`config.mk`:
```
export PLATFORM = sky130hd
export DESIGN_NAME = neopixel_rx_decoder
export DESIGN_NICKNAME = d
export VERILOG_FILES = /design/src/rtl/neopixel_pkg.sv /design/src/rtl/neopixel_rx_sync_edge.sv /design/src/rtl/neopixel_rx_decoder.sv
export SDC_FILE = /design/constraint.sdc
export NUM_CORES = 1
export LEC_CHECK = 0
export CORE_MARGIN = 3
export CORE_UTILIZATION = 61
export CTS_CLUSTER_SIZE = 40
export DETAILED_ROUTE_END_ITERATION = 12
export PLACE_DENSITY = 0.85
export SLEW_MARGIN = 20
export SYNTH_ARGS = -nofsm -noshare
export SYNTH_HDL_FRONTEND = slang
export SYNTH_SLANG_ARGS = --single-unit
```
`constraint.sdc`:
```
create_clock -name clk -period 3.8 [get_ports clk]
set_input_delay 0.57 -clock clk [delete_from_list [all_inputs] [get_ports clk]]
set_output_delay 0.57 -clock clk [all_outputs]
set_load 0.02 [all_outputs]
```
`src/rtl/neopixel_pkg.sv`:
```
// Constants, FSM states and the pixel word layout shared by the NeoPixel receive decoder and the LED chain transmitter.
// Build option NEOPIXEL_RX_RGBW_EN selects 32-bit GRBW pixels; the default build uses 24-bit GRB pixels.
package neopixel_pkg;

  // Default bit timing at the 50 MHz system clock.
  localparam int unsigned DEF_BIT1_THRESHOLD  = 30;
  localparam int unsigned DEF_MIN_HIGH_CYCLES = 8;
  localparam int unsigned DEF_MAX_HIGH_CYCLES = 60;
  localparam int unsigned DEF_RESET_CYCLES    = 2500;

  localparam int unsigned HIGH_CNT_W = 8;
  localparam int unsigned LOW_CNT_W  = 12;
  localparam int unsigned BIT_CNT_W  = 6;

`ifdef NEOPIXEL_RX_RGBW_EN
  localparam int unsigned BITS_PER_PIXEL = 32;

  typedef struct packed {
    logic [7:0] g;
    logic [7:0] r;
    logic [7:0] b;
    logic [7:0] w;
  } t_neopixel_pixel;
`else
  localparam int unsigned BITS_PER_PIXEL = 24;

  typedef struct packed {
    logic [7:0] pad;
    logic [7:0] g;
    logic [7:0] r;
    logic [7:0] b;
  } t_neopixel_pixel;
`endif

  typedef enum logic [1:0] {
    WAIT_LATCH,
    IDLE,
    HIGH,
    LOW
  } t_neopixel_rx_state;

  function automatic logic [7:0] sat_inc8(input logic [7:0] value);
    return (value == 8'hFF) ? value : value + 8'd1;
  endfunction

endpackage

```
`src/rtl/neopixel_rx_sync_edge.sv`:
```
// Synchroniser for an asynchronous serial input followed by a registered rise/fall detector.
// level, rise and fall are mutually aligned and trail the pin by SYNC_STAGES+1 cycles.
module neopixel_rx_sync_edge #(
  parameter int unsigned SYNC_STAGES = 2
) (
  input  logic clk,
  input  logic reset_n,
  input  logic din,
  output logic level,
  output logic rise,
  output logic fall
);

  logic [SYNC_STAGES-1:0] sync_q;

  // NOTE: sequential state uses non-blocking assignments so every flop samples the pre-edge values.
  always_ff @(posedge clk or negedge reset_n) begin
    if (!reset_n) begin
      sync_q <= '0;
      level  <= 1'b0;
      rise   <= 1'b0;
      fall   <= 1'b0;
    end else begin
      sync_q <= {sync_q[SYNC_STAGES-2:0], din};
      level  <= sync_q[SYNC_STAGES-1];
      rise   <= sync_q[SYNC_STAGES-1] & ~level;
      fall   <= ~sync_q[SYNC_STAGES-1] & level;
    end
  end

endmodule

```
`src/rtl/neopixel_rx_decoder.sv`:
```
// WS2812/NeoPixel chain receiver: decodes pulse-width bits into pixels, detects latch gaps, regenerates the downstream stream.
// Build option NEOPIXEL_RX_RGBW_EN (see neopixel_pkg) switches to 32-bit GRBW pixels.
module neopixel_rx_decoder
  import neopixel_pkg::*;
#(
  parameter int unsigned SYNC_STAGES     = 2,
  parameter int unsigned BIT1_THRESHOLD  = DEF_BIT1_THRESHOLD,
  parameter int unsigned MIN_HIGH_CYCLES = DEF_MIN_HIGH_CYCLES,
  parameter int unsigned MAX_HIGH_CYCLES = DEF_MAX_HIGH_CYCLES,
  parameter int unsigned RESET_CYCLES    = DEF_RESET_CYCLES
) (
  input  logic        clk,
  input  logic        reset_n,
  input  logic        led_data_in,
  output logic        led_data_out,
  output logic        pixel_valid,
  output logic [31:0] pixel_data,
  output logic [7:0]  pixel_index,
  output logic        frame_latch,
  output logic        error
);

  logic level, rise, fall;

  neopixel_rx_sync_edge #(
    .SYNC_STAGES(SYNC_STAGES)
  ) u_sync_edge (
    .clk    (clk),
    .reset_n(reset_n),
    .din    (led_data_in),
    .level  (level),
    .rise   (rise),
    .fall   (fall)
  );

  t_neopixel_rx_state          state;
  logic [HIGH_CNT_W-1:0]       high_cnt;
  logic [LOW_CNT_W-1:0]        low_cnt;
  logic [BIT_CNT_W-1:0]        bit_cnt;
  logic [BITS_PER_PIXEL-1:0]   shift_q;
  logic [BITS_PER_PIXEL-1:0]   shift_next;
  t_neopixel_pixel             pixel_q;
  logic                        fwd_en;

  logic latch_hit, bit_val, bit_short, bit_long, pixel_done;

  // low_cnt only advances while the line is low, so equality fires exactly once per gap.
  assign latch_hit  = (low_cnt == LOW_CNT_W'(RESET_CYCLES));
  assign bit_val    = (high_cnt >= HIGH_CNT_W'(BIT1_THRESHOLD));
  assign bit_short  = (high_cnt <  HIGH_CNT_W'(MIN_HIGH_CYCLES));
  assign bit_long   = (high_cnt >  HIGH_CNT_W'(MAX_HIGH_CYCLES));
  assign shift_next = {shift_q[BITS_PER_PIXEL-2:0], bit_val};
  assign pixel_done = (bit_cnt == BIT_CNT_W'(BITS_PER_PIXEL - 1));
  assign pixel_data = pixel_q;

  always_ff @(posedge clk or negedge reset_n) begin
    if (!reset_n) begin
      state        <= WAIT_LATCH;
      high_cnt     <= '0;
      low_cnt      <= '0;
      bit_cnt      <= '0;
      shift_q      <= '0;
      pixel_q      <= '0;
      fwd_en       <= 1'b0;
      led_data_out <= 1'b0;
      pixel_valid  <= 1'b0;
      pixel_index  <= '0;
      frame_latch  <= 1'b0;
      error        <= 1'b0;
    end else begin
      pixel_valid <= 1'b0;
      frame_latch <= 1'b0;
      error       <= 1'b0;

      if (rise)
        high_cnt <= '0;
      else if (level && high_cnt != '1)
        high_cnt <= high_cnt + HIGH_CNT_W'(1);

      if (fall)
        low_cnt <= '0;
      else if (!level && low_cnt != '1)
        low_cnt <= low_cnt + LOW_CNT_W'(1);

      // fwd_en is only raised on a falling edge, so the pulse in flight is never cut in half.
      led_data_out <= fwd_en & level;

      if (pixel_valid)
        pixel_index <= sat_inc8(pixel_index);

      case (state)
        WAIT_LATCH: begin
          if (latch_hit) begin
            pixel_index <= '0;
            bit_cnt     <= '0;
            state       <= rise ? HIGH : IDLE;
          end
        end

        IDLE: begin
          if (rise)
            state <= HIGH;
        end

        HIGH: begin
          if (bit_long || (fall && bit_short)) begin
            error   <= 1'b1;
            bit_cnt <= '0;
            fwd_en  <= 1'b0;
            state   <= WAIT_LATCH;
          end else if (fall) begin
            shift_q <= shift_next;
            state   <= LOW;
            if (pixel_done) begin
              bit_cnt     <= '0;
              pixel_valid <= 1'b1;
              pixel_q     <= t_neopixel_pixel'(32'(shift_next));
              fwd_en      <= 1'b1;
            end else begin
              bit_cnt <= bit_cnt + BIT_CNT_W'(1);
            end
          end
        end

        LOW: begin
          // A rise coinciding with the gap still closes this frame; it opens the first bit of the next.
          if (latch_hit) begin
            frame_latch <= 1'b1;
            error       <= (bit_cnt != '0);
            pixel_index <= '0;
            bit_cnt     <= '0;
            fwd_en      <= 1'b0;
            state       <= rise ? HIGH : IDLE;
          end else if (rise) begin
            state <= HIGH;
          end
        end

        default: state <= WAIT_LATCH;
      endcase
    end
  end

endmodule

```
# ---- Word level (Yosys, flattened, before mapping)
# Cells that the tools add are included.
dict set report word_totals {
  register_bits 93
  latchBits 0
  inputBits 3
  n_memories 0
  mem_bits_rw 0
  romBits 0
}
dict set report op_classes {
  shifts 0
  n_mux 34
  order_cmp 3
  addsub 4
  mul 0
  eq_ne 13
  n_reduce_logical 17
  bitwise 6
  div 0
}
# operator count
set op_table {}
lappend op_table {{2-to-1 mux 8 bit} 6}
lappend op_table {{2-to-1 mux 12 bit} 2}
lappend op_table {{2-to-1 mux 6 bit} 4}
lappend op_table {{adder 8 x 1 -> 8 bit (second input constant)} 2}
lappend op_table {{adder 12 x 1 -> 12 bit (second input constant)} 1}
lappend op_table {{== test 12 bit (second input constant)} 1}
lappend op_table {{2-to-1 mux 1 bit} 12}
lappend op_table {{2-to-1 mux 2 bit} 6}
lappend op_table {{inequality test 12 bit (second input constant)} 1}
lappend op_table {{one-hot mux 6 bit (2 select lines)} 1}
lappend op_table {{== test 8 bit (second input constant)} 1}
lappend op_table {{greater-or-equal comparator 8 x 5 -> 1 bit (second input constant)} 1}
lappend op_table {{greater-than comparator 8 x 6 -> 1 bit (second input constant)} 1}
lappend op_table {{less-than comparator 8 x 4 -> 1 bit (second input constant)} 1}
lappend op_table {{inequality test 8 bit (second input constant)} 1}
lappend op_table {{one-hot mux 2 bit (4 select lines)} 1}
lappend op_table {{AND reduction 4 bit} 2}
lappend op_table {{nonzero test 2 bit} 4}
lappend op_table {{adder 6 x 1 -> 6 bit (second input constant)} 1}
lappend op_table {{== test 6 x 5 -> 1 bit (second input constant)} 1}
lappend op_table {{AND reduction 3 bit} 2}
lappend op_table {{nonzero test 6 bit} 1}
lappend op_table {{== test 2 bit (second input constant)} 2}
lappend op_table {{inequality test 2 bit (second input constant)} 2}
lappend op_table {{other kinds (13)} 20}

# ---- Logic depth before layout (Yosys ltp)
# Gate-level depths: netlist of the first run.
dict set report depth {
  ltp_word 5
  mapped_depth 8
  mapped_depth_nobuf 7
}

# ---- Hierarchy
# From an unflattened synthesis of the first run, not the netlist that was laid out.
dict set report unflattened {
  hier_cells 386
  area_unflattened_um2 4535.6
}
# mod cells_per_inst seq_area_each_um2 instances area_per_inst_um2
set by_module_without_submodules {}
lappend by_module_without_submodules {neopixel_rx_decoder 379 2202.1 1 4395.5}
lappend by_module_without_submodules {neopixel_rx_sync_edge 7 125.1 1 140.1}

# ---- Least setup slack after synthesis of the first run
# No wires, ideal clock.
dict set report synth_path {
  path_kind {register -> register}
  from {register state[0]}
  to {register pixel_q (netlist bit pixel_data[15])}
  path_stages_with_launch 8
  synth_period_minus_slack_ps 2367
  n_path_buf 1
  path_slack_ps 1433
  arrival_time_ps 2242
  required_time_ps 3675
  path_cell_list {dfrtp_1 > inv_1 > ha_1 > nor3b_2 > o2111ai_2 > nor4_4 > buf_6 > mux2_2}
}
dict set report synth_between {
  elab_chain_cells 2
}
# item line
set synth_rtl {}
lappend synth_rtl {{from (decl)} neopixel_rx_decoder.sv:36} ;# t_neopixel_rx_state state;
lappend synth_rtl {{from (signal assigned)} neopixel_rx_decoder.sv:96} ;# state <= rise ? HIGH : IDLE;
lappend synth_rtl {{from (signal assigned)} neopixel_rx_decoder.sv:133} ;# state <= rise ? HIGH : IDLE;
lappend synth_rtl {{== test 2 bit} neopixel_rx_decoder.sv:91} ;# case (state)
lappend synth_rtl {{AND reduction 4 bit (no line)} --}
lappend synth_rtl {{to (signal assigned)} neopixel_rx_decoder.sv:117} ;# pixel_q <= t_neopixel_pixel'(32'(shift_next));
lappend synth_rtl {{to (decl)} neopixel_rx_decoder.sv:42} ;# t_neopixel_pixel pixel_q;
# No other way between the ends.
# A chain may end at the register's enable or synchronous reset.

# ---- Worst setup path after layout of the first run
dict set report layout_path {
  from {register state[0]}
  to {register pixel_q (netlist bit pixel_data[16])}
}
# The elaborated chain is that of the path after synthesis.

==> flow_summary.toml, run 1 <==
[outcome]
status = "finished clean"

[cells_and_area]
fillers = 489
final_cells = 517
seq_area_um2 = 2327
antenna_cells = 0
nets = 431
final_area_um2 = 4977
multiInputGateArea_um2 = 1841
layout-drive-gt1-share_pct = 18.29
syn_to_final_growth_pct = 14.84

[power_and_ir_drop]
ir_worst_vdd_mv = 0.2597
p_leak_nw = 2.290
powerDensity_nw_per_um2 = 373.0
power.total_mw = 1.856

[setup_path]
cp-endpoint = "pixel_data[16]"
path_cells = "inv_1, ha_1, nor3b_2, o2111ai_2, nor4_4, buf_4, mux2_2"
cp-startpoint = "state[0]"
cp-start-kind = "register"
cp_slowest_cell = "nor4_4"
r2r_setup_slack_ps = 980
cpPeakStageDelay_ps = 610
critPathMaxFanout = 17
cp-end-kind = "register"
reg2regPathDepth = 7
worstPathRequired_ps = 4040
r2r-start = "state[0]"
timing.rr.end = "pixel_data[16]"
critPathArrivalTime_ps = 3060
crit_type = "reg -> reg"

[die]
start_util_pct = 63.44
die_x_um = 90.29
core_area_um2 = 6832
num_rows = 30
die_y_um = 90.29
die-area_um2 = 8152
io_pins = 47

[synth]
synth_cell_types = 51
synthTopCellsByCount = "dfrtp_1, mux2_2, nor2_1"
synthFlopType = "dfrtp_1"
async_reset_ff_share_pct = 100.0
synth_edf_count = 0
ys_seq_area_share_pct = 53.70
synth_area_leaders = "dfrtp_1, mux2_2, ha_1"
yosysTopAreaCellShare_pct = 53.70
synth_most_common_cell = "dfrtp_1"
avgSynthCellArea_um2 = 11.53
synthCells = 376
ys_ff_latch = 93
synth_top_cell_by_area = "dfrtp_1"
yosys_warnings = 0
syn-cell-area_um2 = 4334

[place]
gp_congestion = 0.8593
dpl_worst_slack_ps = 980.5
placed_area_um2 = 4760
dp_cells = 501
dpl.hpwl_um = 5287
port_buffers = 38

[timing]
rsz0062_at_grt = "no"
min_period_ps = 2820
hold_violations = 0
drv_slew = 0
finalSetupViolCount = 0
setup_ws_ps = 979.8
fmax_mhz = 354.6
finalSetupTns_ps = 0
skew_ps = 10.71
tightest_slew_ps = 748.2
max_slew_margin_pct = 49.75
finalCritPeriodShare_pct = 74.22

[run]
drv_cap = 0

[clock_tree]
cts_buffer_depth = 2
cts_num_sinks = 93
hold_buffers = 0
cts_tree = "built"
clkLatencyLatePin_ps = 360
post-cts-setup-buffer-count = 0
clkTransAtPathRegs_ps = 90
root_buffer = "clkbuf_8"
cts_htree_levels = 3
cts_resized = 0
cts-buffers-inserted = 9

[detailed_routing]
vias_per_cell = 5.632
wirelength_um = 7712
num_vias = 2912
drc = 0
firstDrtPassIters = 4
ant_nets = 0
wire_per_inst_um = 14.92
drt_iter0_markers = 175

[global_route]
grt_use_met3_pct = 4.417
antenna_found_initial = 0
grt_busiest_layer = "met2"
grt.overflow.total = 0
grt_pass1_wl_um = 13650
grt_max_degree = 86
grtUsageMet1_pct = 27.58
grt_usage_pct = 20.77
grt_pass1_vias = 2851
met2_usage_pct = 33.42

[worst_hold_path]
hold_class = "in -> async"
-- cells in the final DEF (no fill, tap or decap), types with 6 or more instances in the layout --
cell,synthesis,routed
a21oi_1,14,14
inv_1,19,19
clkdlybuf4s50_1,0,37
clkbuf_8,0,10
nand3_1,17,17
dfrtp_1,93,93
nor2_1,38,38
nand4_1,11,11
o21ai_0,13,13
ha_1,12,12
xor2_1,11,11
xnor2_1,8,8
nor3_1,6,6
nand2_1,18,18
conb_1,1,8
mux2_2,44,44
-- worst min path at each step --
stage / end / slack [ps] / startpoint / cells past startpoint
floorplan: bit_cnt[0] / 270 / reset_n / 0
global placement: u_sync_edge.sync_q[1] / 350 / u_sync_edge.sync_q[0] / 0
detailed placement: u_sync_edge.sync_q[1] / 340 / u_sync_edge.sync_q[0] / 0
CTS: u_sync_edge.sync_q[1] / 370 / u_sync_edge.sync_q[0] / 0
global route: shift_q[12] / 280 / reset_n / 1
finish: shift_q[12] / 240 / reset_n / 1
-- cell type report --
type                    instances  share of cell area, %
clock buffers                  10                  2.765
clock inverters                 6                  1.533
repair buffers                 41                  8.120
flip-flops and latches         93                  46.76
inverters                      19                  1.433
multi-input cells             252                  36.98
well taps                      96                  2.413
-- state kept, by name (all words and copies together), names as in the netlist, 2 cells and up --
register and cells:
pixel_data 24, shift_q 23, low_cnt 12, high_cnt 8, pixel_index 8, bit_cnt 6, state 2, u_sync_edge.sync_q 2
-- critical path: cells and delay by family (launching register included) --
family | cells | cell delay, ps
DFF | 1 | 440
and+or+nand+nor | 2 | 950
AOI/OAI and AO/OA | 1 | 230
buffers and inverters | 2 | 500
muxes | 1 | 380
adders and majority gates | 1 | 200
-- power by group --
group | internal (mW) | switching [mW] | total, mW
clock network | 0.335 | 0.357 | 0.692
registers | 1.01 | 0.0340 | 1.04
logic | 0.0408 | 0.0793 | 0.120
-- stage by stage --
step / hold WS (ps) / utilization (%)
final: 241.2 / 72.86
after global routing: 281.9 / 72.86
after CTS: 368.4 / 72.80
after detailed placement: 338.0 / 69.67
after global placement: 345.9 / 69.67
after floorplan: 274.4 / -
-- cells by family (layout without fill, tap and decap cells) --
group                    Yosys count  after routing  share of synthesized area [%]
multiplexers                      46             46                          11.92
AO/OA/AOI/OAI                     45             45                          6.958
flip-flops                        93             93                          53.70
adder cells (fa/ha/maj)           12             12                          3.464
other                              1              8                        0.08652
XOR/XNOR                          19             19                          3.840
AND/OR/NAND/NOR                  122            122                          15.59
buffers and inverters             38             76                          4.446
-- per-layer routing --
metal / vias up / share of wire [%]
li1: 1391 / -
met1: 1442 / 45
met2: 67 / 49
met3: 12 / 3.9
met4: 0 / 1.8
met5: - / 0
Note: power is estimated with default switching activity, not from simulation.
==> run 2: changes to the inputs <==
CORE_UTILIZATION = 56   (was 61)
PLACE_DENSITY = 0.79   (was 0.85)
clock period = 2.9 ns   (was 3.8 ns; I/O delays follow)
==> flow_summary.toml, run 2 (synthesized netlist as in run 1, its figures left out) <==
[outcome]
status = "finished clean"

[timing]
min_period_ps = 2429
hold_violations = 0
skew_ps = 16.18
setup_ws_ps = 471.3
finalCritPeriodShare_pct = 83.75
holdWs_ps = 10.49
fmax_mhz = 411.8
tightest_slew_ps = 534.9
rsz0062_at_grt = "no"
drv_slew = 0
finalSetupTns_ps = 0
finalSetupViolCount = 0
max_slew_margin_pct = 64.21

[detailed_routing]
vias_per_cell = 5.594
wl_met2_um = 3837
wire_per_inst_um = 14.81
drc = 0
dr_wl_met3_um = 355
drt_iter0_markers = 145
ant_nets = 0
wl_met1_um = 3447
highest_layer = "met4"
firstDrtPassIters = 4
num_vias = 2920
wirelength_um = 7733

[place]
dpl_worst_slack_ps = 496.7
dp_cells = 506
gp_congestion = 0.8762
placed_area_um2 = 4791
port_buffers = 38
dpl.hpwl_um = 5455

[cells_and_area]
nets = 433
final_area_um2 = 5005
syn_to_final_growth_pct = 15.47
antenna_cells = 0
largest_register_ffs = 24
utilization_pct = 67.91
mostFrequentLayoutCells = "dfrtp_1, mux2_2, nor2_1"
final_common_cell = "dfrtp_1"
final_cells = 522
layout-drive-gt1-share_pct = 18.68

[die]
io_pins = 47
die_y_um = 93.98
die_x_um = 93.98
num_rows = 31
core_area_um2 = 7370
start_util_pct = 58.81
die-area_um2 = 8831

[setup_path]
cp_slowest_cell = "dfrtp_1"
cp_top_family = "simple AND/OR/NAND/NOR gates"
cp-end-kind = "register"
critPathMaxFanout = 26
path_cells = "inv_1, ha_1, nor3b_2, o2111ai_2, nor4_4, buf_4, mux2_2"
crit_type = "reg -> reg"
worstPathRequired_ps = 3150
cp-start-kind = "register"
cpPeakStageDelay_ps = 430
worst-path-buf-inv = 2
critPathArrivalTime_ps = 2680

[worst_hold_path]
hold_class = "in -> async"

[clock_tree]
cts_num_sinks = 93
cts-buffers-inserted = 9
cts_htree_levels = 3
root_buffer = "clkbuf_8"
cts_buffer_depth = 2
cts_tree = "built"
cts_resized = 0
post-cts-setup-buffer-count = 0
clkLatencyLatePin_ps = 370
clkTransAtPathRegs_ps = 100
hold_buffers = 0

[power_and_ir_drop]
p_leak_nw = 2.303
ir_worst_vdd_mv = 0.3530
power.total_mw = 2.444
powerDensity_nw_per_um2 = 488.4

[global_route]
antenna_found_initial = 0
grt.overflow.total = 0
grt_max_degree = 57
grt_usage_pct = 18.89
grt_pass1_wl_um = 13100
grt_pass1_vias = 2849

[run]
drv_cap = 0
==> run 2: power breakdown <==
group | switching [mW] | internal [mW]
clock | 0.472 | 0.439
combinational | 0.113 | 0.0558
sequential | 0.0410 | 1.32
==> run 2: final timing paths <==
kind                                  startpoint                     to  slack, ps  cells after the start
hold / removal                           reset_n         pixel_data[12]         10                      1
min in group clk           u_sync_edge.sync_q[0]  u_sync_edge.sync_q[1]        360                      0
max in group asynchronous                reset_n            low_cnt[11]       2230                      2
setup reg to reg                        state[0]         pixel_data[10]        470                      7
setup / recovery                        state[0]         pixel_data[10]        470                      7
hold reg to reg            u_sync_edge.sync_q[0]  u_sync_edge.sync_q[1]        360                      0
==> run 2: final cells by class <==
cell class                      instances  area (um2)
Clock buffer                           10       137.6
Timing Repair Buffer                   43       427.9
Inverter                               19       71.32
Clock inverter                          6       76.32
Sequential cell                        93        2327
Tap cell                               99       123.9
Fill cell                             532        2365
Multi-Input combinational cell        252        1841
==> run 2: routing by layer <==
metal	track usage, %	vias up
li1	-	1393
met1	23.93	1449
met2	31.40	68
met3	4.968	10
met4	6.498	0
met5	0	-
